<file path="src/rtl/fetch_if.sv">
// Signal bundle between the IF-stage controller and its environment:
// hazard/branch inputs, the I-cache port and the IF/ID load values.
interface fetch_if;
  logic        stall;
  logic        br_taken;
  logic [15:0] br_target;
  logic        ic_hit;
  logic [15:0] ic_instr;
  logic [15:0] ic_addr;
  logic        ic_req;
  logic [15:0] IF_pc;
  logic [15:0] IF_instr;
  logic        if_flush;
  logic        if_stall;
  logic        halted;

  modport master (
    input  stall, br_taken, br_target, ic_hit, ic_instr,
    output ic_addr, ic_req, IF_pc, IF_instr, if_flush, if_stall, halted
  );

  modport slave (
    output stall, br_taken, br_target, ic_hit, ic_instr,
    input  ic_addr, ic_req, IF_pc, IF_instr, if_flush, if_stall, halted
  );
endinterface

</file>
<file path="src/rtl/fetch_stage.sv">
// IF-stage controller: owns the PC, rides out multi-cycle I-cache misses,
// applies branch redirects and load-use stalls, and parks on HLT.
module fetch_stage #(
  parameter logic [15:0] RESET_PC   = 16'h0000,
  parameter logic [3:0]  HLT_OPCODE = 4'hF
) (
  input  logic   clk,
  input  logic   rst,
  fetch_if.master bus
);

  typedef enum logic [1:0] {RUN, MISS, HALT} state_e;

  state_e      state_q, state_d;
  logic [15:0] pc_q, pc_d;
  logic        redir_q, redir_d;
  logic [15:0] redir_pc_q, redir_pc_d;

  logic        eff_redir;
  logic        flush;
  logic        hold;

  assign eff_redir = bus.br_taken & ~bus.stall;

  assign bus.ic_addr  = pc_q;
  assign bus.IF_pc    = pc_q + 16'd2;
  assign bus.IF_instr = bus.ic_instr;
  assign bus.halted   = (state_q == HALT);
  assign bus.ic_req   = (state_q != HALT);
  assign bus.if_flush = flush;
  assign bus.if_stall = hold;

  always_comb begin
    state_d    = state_q;
    pc_d       = pc_q;
    redir_d    = redir_q;
    redir_pc_d = redir_pc_q;
    flush      = 1'b0;
    hold       = 1'b0;

    case (state_q)
      HALT: begin
        // Bubbles keep flowing behind the HLT; only a redirect proves it was wrong-path.
        flush = 1'b1;
        hold  = bus.stall;
        if (eff_redir) begin
          pc_d    = bus.br_target;
          state_d = RUN;
        end
      end

      default: begin
        if (!bus.ic_hit) begin
          // The fill cannot be aborted, so pc stays put and redirects are queued.
          if (bus.stall) begin
            hold = 1'b1;
          end else begin
            flush   = 1'b1;
            state_d = MISS;
          end
          if (eff_redir) begin
            redir_d    = 1'b1;
            redir_pc_d = bus.br_target;
          end
        end else if (bus.stall) begin
          hold    = 1'b1;
          state_d = RUN;
        end else if (eff_redir || redir_q) begin
          pc_d    = eff_redir ? bus.br_target : redir_pc_q;
          flush   = 1'b1;
          redir_d = 1'b0;
          state_d = RUN;
        end else if (bus.ic_instr[15:12] == HLT_OPCODE) begin
          state_d = HALT;
        end else begin
          pc_d    = pc_q + 16'd2;
          state_d = RUN;
        end
      end
    endcase
  end

  always_ff @(posedge clk) begin
    if (rst) begin
      state_q    <= RUN;
      pc_q       <= RESET_PC;
      redir_q    <= 1'b0;
      redir_pc_q <= 16'h0000;
    end else begin
      state_q    <= state_d;
      pc_q       <= pc_d;
      redir_q    <= redir_d;
      redir_pc_q <= redir_pc_d;
    end
  end

endmodule
</file>
<file path="src/flat_wrapper.sv">
// flat-port wrapper written by rule: the top's interface ports become plain ports
module fetch_stage_flat 
#(
  parameter logic [15:0] RESET_PC   = 16'h0000,
  parameter logic [3:0]  HLT_OPCODE = 4'hF
)
  (clk, rst, bus_stall, bus_br_taken, bus_br_target, bus_ic_hit, bus_ic_instr, bus_ic_addr, bus_ic_req, bus_IF_pc, bus_IF_instr, bus_if_flush, bus_if_stall, bus_halted);
  fetch_if bus_i ();
  input  logic clk;
  input  logic rst;
  input wire logic [$bits(bus_i.stall)-1:0] bus_stall;
  input wire logic [$bits(bus_i.br_taken)-1:0] bus_br_taken;
  input wire logic [$bits(bus_i.br_target)-1:0] bus_br_target;
  input wire logic [$bits(bus_i.ic_hit)-1:0] bus_ic_hit;
  input wire logic [$bits(bus_i.ic_instr)-1:0] bus_ic_instr;
  output wire logic [$bits(bus_i.ic_addr)-1:0] bus_ic_addr;
  output wire logic [$bits(bus_i.ic_req)-1:0] bus_ic_req;
  output wire logic [$bits(bus_i.IF_pc)-1:0] bus_IF_pc;
  output wire logic [$bits(bus_i.IF_instr)-1:0] bus_IF_instr;
  output wire logic [$bits(bus_i.if_flush)-1:0] bus_if_flush;
  output wire logic [$bits(bus_i.if_stall)-1:0] bus_if_stall;
  output wire logic [$bits(bus_i.halted)-1:0] bus_halted;
  assign bus_i.stall = bus_stall;
  assign bus_i.br_taken = bus_br_taken;
  assign bus_i.br_target = bus_br_target;
  assign bus_i.ic_hit = bus_ic_hit;
  assign bus_i.ic_instr = bus_ic_instr;
  assign bus_ic_addr = bus_i.ic_addr;
  assign bus_ic_req = bus_i.ic_req;
  assign bus_IF_pc = bus_i.IF_pc;
  assign bus_IF_instr = bus_i.IF_instr;
  assign bus_if_flush = bus_i.if_flush;
  assign bus_if_stall = bus_i.if_stall;
  assign bus_halted = bus_i.halted;
  fetch_stage #(.RESET_PC(RESET_PC), .HLT_OPCODE(HLT_OPCODE)) u_core (.clk(clk), .rst(rst), .bus(bus_i));
endmodule
</file>
<file path="config.mk">
export PLATFORM = sky130hd
export DESIGN_NAME = fetch_stage_flat
export DESIGN_NICKNAME = d
export VERILOG_FILES = /design/src/rtl/fetch_if.sv /design/src/rtl/fetch_stage.sv /design/src/flat_wrapper.sv
export SDC_FILE = /design/constraint.sdc
export NUM_CORES = 1
export LEC_CHECK = 0
export CAP_MARGIN = 20
export CELL_PAD_IN_SITES_DETAIL_PLACEMENT = 1
export CELL_PAD_IN_SITES_GLOBAL_PLACEMENT = 1
export CORE_MARGIN = 5
export CORE_UTILIZATION = 27
export DETAILED_ROUTE_END_ITERATION = 10
export PLACE_DENSITY_LB_ADDON = 0.1
export SYNTH_ARGS = -nofsm -noshare
export SYNTH_HDL_FRONTEND = slang
export SYNTH_SLANG_ARGS = --single-unit
</file>
<file path="constraint.sdc">
create_clock -name clk -period 1.7 [get_ports clk]
set_input_delay 0.17 -clock clk [delete_from_list [all_inputs] [get_ports clk]]
set_output_delay 0.17 -clock clk [all_outputs]
set_load 0.02 [all_outputs]
</file>
==> results of run 1 <==
==> through the flow <==
| step | setup slack [ps] | total power, mW | cell area [µm²] |
|---|---|---|---|
| 2_1_floorplan | -7.71 | 1.21 | 2290 |
| 3_3_place_gp | -307 | 1.50 | 3460 |
| 3_5_place_dp | -353 | 1.51 | 3460 |
| 4_1_cts | -137 | 2.33 | 3740 |
| 5_1_grt | -138 | 2.44 | 3930 |
| 6_report | -75.9 | 2.33 | 3930 |
==> metal layers <==
| layer | global-route usage (%) | wire [µm] | vias up |
|---|---|---|---|
| met5 | 0 | 0 | - |
| met4 | 5.42 | 107 | 0 |
| met3 | 2.89 | 384 | 7 |
| met2 | 30.7 | 4590 | 53 |
| met1 | 24.8 | 4390 | 1295 |
| li1 | - | - | 1305 |
==> state kept, by name (all words and copies together) (netlist names) <==
register	count
u_core.redir_pc_q	16
u_core.state_q	2
u_core.redir_q	1
u_core.bus.ic_addr	16
==> worst max-delay path: stages (launching register included) <==
cell and delay [ps]:
dfxtp_2 350, and3_4 210, nand4_1 140, buf_4 180
nor3_4 130, xnor2_1 140, buf_4 160
==> worst max-delay path by stage <==
stage                                       from                     to  slack (ps)
after floorplan            u_core.bus.ic_addr[1]  u_core.bus.ic_addr[9]          -8
after global placement     u_core.bus.ic_addr[1]           bus_IF_pc[7]        -310
after detailed placement        bus_ic_instr[15]  u_core.bus.ic_addr[5]        -350
after CTS                 u_core.bus.ic_addr[10]          bus_IF_pc[14]        -140
after global routing       u_core.bus.ic_addr[2]          bus_IF_pc[15]        -140
final                      u_core.bus.ic_addr[7]          bus_IF_pc[15]         -80
==> logic make-up after synthesis <==
group | Yosys count | synth area share, %
AO/OA/AOI/OAI | 75 | 20.8
XOR/XNOR | 12 | 4.67
adder cells (fa/ha/maj) | 1 | 0.556
buffers and inverters | 45 | 11.2
flip-flops | 35 | 31.1
multiplexers | 6 | 2.67
AND/OR/NAND/NOR | 129 | 29.0
==> power by group <==
part           total (mW)  switching (mW)  leakage (nW)  internal (mW)
Clock               0.800           0.326        0.0612          0.475
Sequential          0.886          0.0310         0.290          0.855
Combinational       0.646           0.321          1.34          0.325
==> cell type report <==
cell class | instances | area share [%]
clock buffers | 6 | 2.10
flip-flops and latches | 35 | 18.3
multi-input cells | 223 | 39.5
well taps | 105 | 3.34
clock inverters | 2 | 0.891
inverters | 7 | 0.668
repair buffers | 161 | 35.3
==> placed cells by master (no fill, tap or decap), types with 6 or more instances in the layout <==
cell	instances
clkbuf_8	6
dfxtp_2	8
buf_6	11
a21oi_1	30
nand2_1	50
clkdlybuf4s50_1	44
buf_4	97
nand3_1	11
mux2i_1	6
dfxtp_1	25
nor2_1	15
==> repair_timing <==
item / 4_1_cts / 5_1_grt
pin swaps: 11 / 14
endpoints found under the setup margin: 23 / 45
setup buffers: 5 / 11
gates resized for setup: 107 / 38
==> impl_metrics.json, run 1 <==
{
  "failed_checks": "negative setup slack",
  "slew_viol_final": 0,
  "clock-sinks": 35,
  "tritoncts": "yes",
  "area_growth_pct": 74.7,
  "drc_errors": 0,
  "initial_core_util_pct": 27.5,
  "hpwl_mm": 7.23,
  "portBuffers": 64,
  "ys.flop_type": "dfxtp_1",
  "holdPathEnd": "bus_IF_instr[1]",
  "synth_top_area_share_pct": 31.1,
  "final_hold_viol_count": 0,
  "status": "complete, but fails checks",
  "crit_path_end_kind": "output pin",
  "fillers": 986,
  "wl_per_cell_um": 17.6,
  "crit_fanout": 4,
  "min_path_type": "in -> out",
  "grt_usage_pct": 18.5,
  "synth_most_common_cell": "nand2_1",
  "ys_types": 52,
  "first_pass_iters": 4,
  "layout.cells.non_filler": 539,
  "drt-initial-drc-count": 85,
  "grt_pass1_wl_mm": 14.9,
  "rows": 33,
  "setup.worst_path.class": "reg -> out",
  "r2r_cells": 7,
  "dieArea_um2": 10300,
  "rsz0062_at_grt": "true",
  "hold_buffers": 0,
  "antenna_found_initial": 0,
  "die_h_um": 101,
  "syn_area_um2": 2250,
  "vias": 2660,
  "ir_drop_mv": 0.326,
  "syn_avg_cell_area_um2": 7.43,
  "multi_input_area_um2": 1550,
  "worst_pin_slew_ps": 424,
  "numCtsBuffers": 5,
  "clock-skew-final_ps": 1.81,
  "synthArstFlopShare_pct": 0,
  "clk-insertion-delay-late_ps": 290,
  "fp.dieW_um": 101,
  "final_core_util_pct": 48.1,
  "power.leakage_nw": 1.69,
  "netlist_instances": 303,
  "relSlewSlack_pct": 71.7,
  "cts_buffer_depth": 2,
  "max_cap_violations": 0,
  "clkTransAtPathRegs_ps": 70,
  "grt_max_degree": 21,
  "synth_warnings": 0,
  "grt_overflow": 0,
  "holdCritStartpoint": "bus_ic_instr[1]",
  "dp.cells": 516,
  "synthesis.nets": 341,
  "holdWs_ps": 340,
  "min_period_ps": 1780,
  "fmax_ghz": 0.563,
  "rr_startpoint": "u_core.bus.ic_addr[8]",
  "critPathLaunchType": "flip-flop",
  "synth_common_cells": "nand2_1, dfxtp_1, a21oi_1",
  "synthTopCellsByArea": "dfxtp_1, nand2_1, a21oi_1, buf_4, xnor2_1",
  "powerDensity_nw_per_um2": 593,
  "setup_viol": 5,
  "arrival_ps": 1610,
  "cp.required_ps": 1530,
  "ys_ff_latch": 35,
  "hold_depth": 0,
  "postRouteAntennaNets": 0,
  "ff_latch_area_um2": 718,
  "fin_setup_tns_ps": -177,
  "routed_wl_mm": 9.47,
  "synth_edf_count": 0,
  "grt_pass1_vias": 2740,
  "setup_ws_ps": -75.9,
  "diodes": 0,
  "drive_above_1_share_pct": 41.2,
  "vias_per_cell": 4.94,
  "nets": 471,
  "yosysTopAreaCell": "dfxtp_1",
  "r2r_end": "u_core.bus.ic_addr[10]",
  "ioPinCount": 89,
  "place_congestion": 0.829,
  "cts_htree_levels": 2,
  "root_buffer": "clkbuf_8",
  "period_share_pct": 104,
  "fp.coreArea_um2": 8180,
  "r2r_slack_ps": 50,
  "ys_seq_area_share_pct": 31.1
}
Note: power is estimated with default switching activity, not from simulation.
==> run 2: changes to the inputs <==
Settings changed: GPL_TIMING_DRIVEN set to 0.
==> run 2 against run 1 <==
- the flow still finishes with violations (negative setup slack)
- sequential power increased by 0.5%
- via count grew 0.45%
- cell area down 2.7%
- register-to-register slack lost 60 ps
- total power up 4.8%
- die area unchanged
- largest power group is now clock
- highest routed layer unchanged
- non-clock buffer count is 23 lower
- final cell count shrank 4.3%
- global-route usage decreased by 0.22 points
- flip-flop and latch count is the same
- utilization is 1.3 points lower
- sequential share of layout area is 1.2 points higher
==> impl_metrics.json, run 2 (synthesized netlist as in run 1, its figures left out) <==
{
  "fp.coreArea_um2": 8180,
  "routed_wl_mm": 9.46,
  "ir_drop_mv": 0.342,
  "setup_viol": 9,
  "final_hold_viol_count": 0,
  "area_growth_pct": 69.9,
  "ff_latch_area_um2": 743,
  "cp.required_ps": 1530,
  "fin_setup_tns_ps": -511,
  "clock-sinks": 35,
  "root_buffer": "clkbuf_8",
  "numCtsBuffers": 5,
  "vias": 2672,
  "clk-insertion-delay-late_ps": 290,
  "crit_slowest_cell": "dfxtp_4",
  "failed_checks": "negative setup slack",
  "critPathLaunchType": "flip-flop",
  "rows": 33,
  "hold_buffers": 0,
  "drive_above_1_share_pct": 34.1,
  "powerDensity_nw_per_um2": 640,
  "diodes": 0,
  "crit_path_end_kind": "output pin",
  "initial_core_util_pct": 27.5,
  "path_cells": "ha_4, nand4_1, buf_4, nor3_2, xnor2_1, buf_4",
  "rsz0062_at_grt": "true",
  "grt_overflow": 0,
  "setup_ws_ps": -118,
  "cts_buffer_depth": 2,
  "cts_htree_levels": 2,
  "clock-skew-final_ps": 10.1,
  "fillers": 989,
  "setup.worst_path.class": "reg -> out",
  "slew_viol_final": 0,
  "min_path_type": "in -> reg",
  "vias_per_cell": 5.18,
  "grt_usage_pct": 18.3,
  "grt_max_degree": 12,
  "postRouteAntennaNets": 0,
  "multi_input_area_um2": 1560,
  "ioPinCount": 89,
  "slowest_delay_ps": 390,
  "place_congestion": 0.748,
  "worst_pin_slew_ps": 687,
  "first_pass_iters": 4,
  "grt_pass1_wl_mm": 14.4,
  "power.leakage_nw": 1.52,
  "final_core_util_pct": 46.8,
  "portBuffers": 76,
  "final_common_cell": "clkdlybuf4s50_1",
  "final_cell_area_um2": 3820,
  "crit_fanout": 4,
  "drc_errors": 0,
  "path_delay_family": "flip-flops",
  "critical_path.most_common_cell": "buf_4",
  "grt_pass1_vias": 2641,
  "die_h_um": 101,
  "antenna_found_initial": 0,
  "clkTransAtPathRegs_ps": 80,
  "max_cap_violations": 0,
  "wl_per_cell_um": 18.3,
  "min_period_ps": 1820,
  "holdWs_ps": 337,
  "relSlewSlack_pct": 54.2,
  "arrival_ps": 1650,
  "final_cell_mix": "clkdlybuf4s50_1, nand2_1, buf_4, a21oi_1, dfxtp_1",
  "hpwl_mm": 6.60,
  "nets": 448,
  "place_area_um2": 3180,
  "fp.dieW_um": 101,
  "dieArea_um2": 10300,
  "tritoncts": "yes",
  "fmax_ghz": 0.550,
  "critPathBufInv": 2,
  "status": "complete, but fails checks",
  "period_share_pct": 107,
  "drt-initial-drc-count": 103
}
==> run 2: layer usage <==
layer	wire length [µm]	track usage, %
met2	4560	31.0
met3	644	3.37
met4	146	5.52
met1	4110	23.6
met5	0	0
==> run 2: stage by stage <==
step | worst slack, ps | instances | power (mW)
after detailed placement | -701 | 484 | 1.48
after CTS | -164 | 511 | 2.43
after global routing | -191 | 516 | 2.55
after global placement | -711 | 484 | 1.47
final | -118 | 516 | 2.45
after floorplan | -7.71 | 303 | 1.21
==> run 2: area by class of cell <==
class / instances / share of cell area [%]
clock inverters: 2 / 1.57
inverters: 7 / 0.687
plain buffers: 35 / 6.38
flip-flops and latches: 35 / 19.4
multi-input cells: 223 / 40.7
clock buffers: 6 / 1.90
repair buffers: 103 / 25.9
well taps: 105 / 3.44
==> run 2: power by group <==
part / leakage (nW) / internal [mW] / switching (mW) / total (mW)
clock network: 0.0654 / 0.587 / 0.329 / 0.916
registers: 0.293 / 0.848 / 0.0420 / 0.890
logic: 1.16 / 0.307 / 0.332 / 0.639
total: 1.52 / 1.74 / 0.703 / 2.45
==> run 2: path summary, 6_finish.rpt <==
path                    startpoint  slack [ps]                      to  cells after the start
max reg2reg  u_core.bus.ic_addr[1]         -10  u_core.bus.ic_addr[12]                      8
min reg2reg   u_core.redir_pc_q[7]         460    u_core.redir_pc_q[7]                      2
max          u_core.bus.ic_addr[1]        -120           bus_IF_pc[15]                      6
min                   bus_br_taken         340   u_core.bus.ic_addr[7]                      4
==> run 2: what timing repair did <==
item                                   CTS  global route
pin swaps                               18            20
endpoints found under the hold margin    0             0
cloned                                   0             0
setup buffers                           22             6
setup endpoints to repair               42            40
resized for setup                      124            38
==> run 2: worst min-delay path: stages <==
cell and delay, ps:
dlymetal6s2s_1 150, inv_1 60, o21ai_0 80, o22ai_1 130
==> run 3: changes to the inputs <==
Settings changed: CORE_ASPECT_RATIO set to 0.75.
==> run 3 against run 2 <==
- the run still ends with negative setup slack left
- clock-buffer cell count shrank 1
- largest cell class unchanged
- global-route usage grew 0.65 points
- largest power group unchanged
- setup slack lost 29 ps
- first-iteration DRC count shrank 5.8%
- final cell count grew 2.7%
- register-to-register slack lost 110 ps
- clock skew shrank 3.8 ps
- clock power grew 2%
- non-clock buffer count grew 14
- sequential share of layout area shrank 0.50 points
==> impl_metrics.json, run 3 (synthesized netlist as in run 1, its figures left out) <==
{
  "wl_per_cell_um": 19.0,
  "hold_buffers": 0,
  "failed_checks": "negative setup slack",
  "ioPinCount": 89,
  "clk-insertion-delay-late_ps": 300,
  "max_cap_violations": 0,
  "numCtsBuffers": 5,
  "holdCritStartpoint": "bus_ic_hit",
  "powerDensity_nw_per_um2": 634,
  "fp.dieW_um": 115,
  "hpwl_mm": 6.75,
  "path_delay_family": "simple AND/OR/NAND/NOR gates",
  "min_period_ps": 1850,
  "final_cell_mix": "buf_4, clkdlybuf4s50_1, nand2_1, a21oi_1, dfxtp_1",
  "dieArea_um2": 10300,
  "drive_above_1_share_pct": 36.7,
  "final_core_util_pct": 48.9,
  "grt_pass1_wl_mm": 14.7,
  "grt_overflow": 0,
  "fp.coreArea_um2": 8020,
  "clkTransAtPathRegs_ps": 80,
  "fin_setup_tns_ps": -1030,
  "setup_viol": 11,
  "slowest_delay_ps": 370,
  "vias_per_cell": 5.07,
  "routed_wl_mm": 10.1,
  "fmax_ghz": 0.541,
  "place_congestion": 0.861,
  "diodes": 0,
  "path_cells": "and3_4, nand4_1, buf_4, nor2_4, xnor2_2, buf_4",
  "period_share_pct": 109,
  "final_hold_viol_count": 0,
  "cp.required_ps": 1530,
  "nets": 462,
  "critical_path.most_common_cell": "buf_4",
  "ir_drop_mv": 0.309,
  "grt_max_degree": 13,
  "antenna_found_initial": 0,
  "clock-skew-final_ps": 6.25,
  "setup_ws_ps": -147,
  "setup.worst_path.class": "reg -> out",
  "fillers": 979,
  "clock-sinks": 35,
  "grt_pass1_vias": 2693,
  "initial_core_util_pct": 28.1,
  "min_path_type": "in -> reg",
  "die_h_um": 89.1,
  "root_buffer": "clkbuf_8",
  "holdWs_ps": 337,
  "postRouteAntennaNets": 0,
  "first_pass_iters": 4,
  "relSlewSlack_pct": 58.5,
  "vias": 2686,
  "rr_startpoint": "u_core.bus.ic_addr[1]",
  "area_growth_pct": 74.3,
  "cts_buffer_depth": 2,
  "drc_errors": 0,
  "critPathBufInv": 2,
  "drt-initial-drc-count": 97,
  "arrival_ps": 1680,
  "ff_latch_area_um2": 743,
  "crit_slowest_cell": "dfxtp_4",
  "status": "complete, but fails checks",
  "portBuffers": 76,
  "multi_input_area_um2": 1560,
  "power.leakage_nw": 1.62,
  "rows": 28,
  "final_common_cell": "buf_4",
  "crit_path_end_kind": "output pin",
  "slew_viol_final": 0,
  "finalPower_mw": 2.49,
  "worst_pin_slew_ps": 623,
  "critPathLaunchType": "flip-flop",
  "crit_start": "u_core.bus.ic_addr[7]",
  "tritoncts": "yes",
  "cts_htree_levels": 2,
  "grt_usage_pct": 18.9,
  "rsz0062_at_grt": "true",
  "crit_fanout": 4
}
run 3: cell types whose count changed in the layout (fill, tap and decap cells not counted), sizes merged:
cell           delta
buf              +13
clkdlybuf4s15     -2
clkbuf            +2
clkinvlp          +1
run 3: worst paths after layout:
check	slack, ps	depth (start not counted)	to
worst max-delay path	-150	6	bus_IF_pc[14]
worst min-delay path	340	2	u_core.state_q[0]
worst max register to register	-120	7	u_core.bus.ic_addr[11]
worst min register to register	460	2	u_core.redir_pc_q[4]
run 3: per-stage QoR:
step / setup WS (ps) / cell area (µm²) / cells
floorplan: -7.71 / 2290 / 303
global placement: -662 / 3180 / 484
detailed placement: -654 / 3180 / 484
CTS: -131 / 3750 / 520
global route: -224 / 3920 / 530
finish: -147 / 3920 / 530
run 3: worst reg2reg max path: stages (launching register included):
cell and delay, ps:
dfxtp_4 400, ha_4 160, nand4_1 160, buf_4 200, or4_4 470, mux2i_1 170, o21ai_1 90, a21oi_1 130
run 3: power breakdown:
group	internal [mW]	switching, mW
combinational	0.323	0.342
clock	0.586	0.350
sequential	0.848	0.0381
run 3: final cells by class:
cell class	count	area share [%]
Timing Repair Buffer	117	27.2
Multi-Input combinational cell	223	39.8
Sequential cell	35	18.9
Clock inverter	3	1.72
Buffer	35	6.51
Inverter	7	0.670
Tap cell	105	3.35
Clock buffer	5	1.75
run 3: repair_timing:
| action | CTS | global route |
|---|---|---|
| gates cloned | 1 | 0 |
| endpoints found under the hold margin | 0 | 0 |
| endpoints found under the setup margin | 43 | 41 |
| pin swaps | 19 | 20 |
| setup buffers | 30 | 12 |
| resized for setup | 140 | 33 |
run 3: routing by layer:
| layer | wire length, µm | global-route usage (%) |
|---|---|---|
| met4 | 58 | 4.48 |
| met1 | 4640 | 25.5 |
| met3 | 522 | 3.18 |
| met2 | 4830 | 31.9 |
| met5 | 0 | 0 |
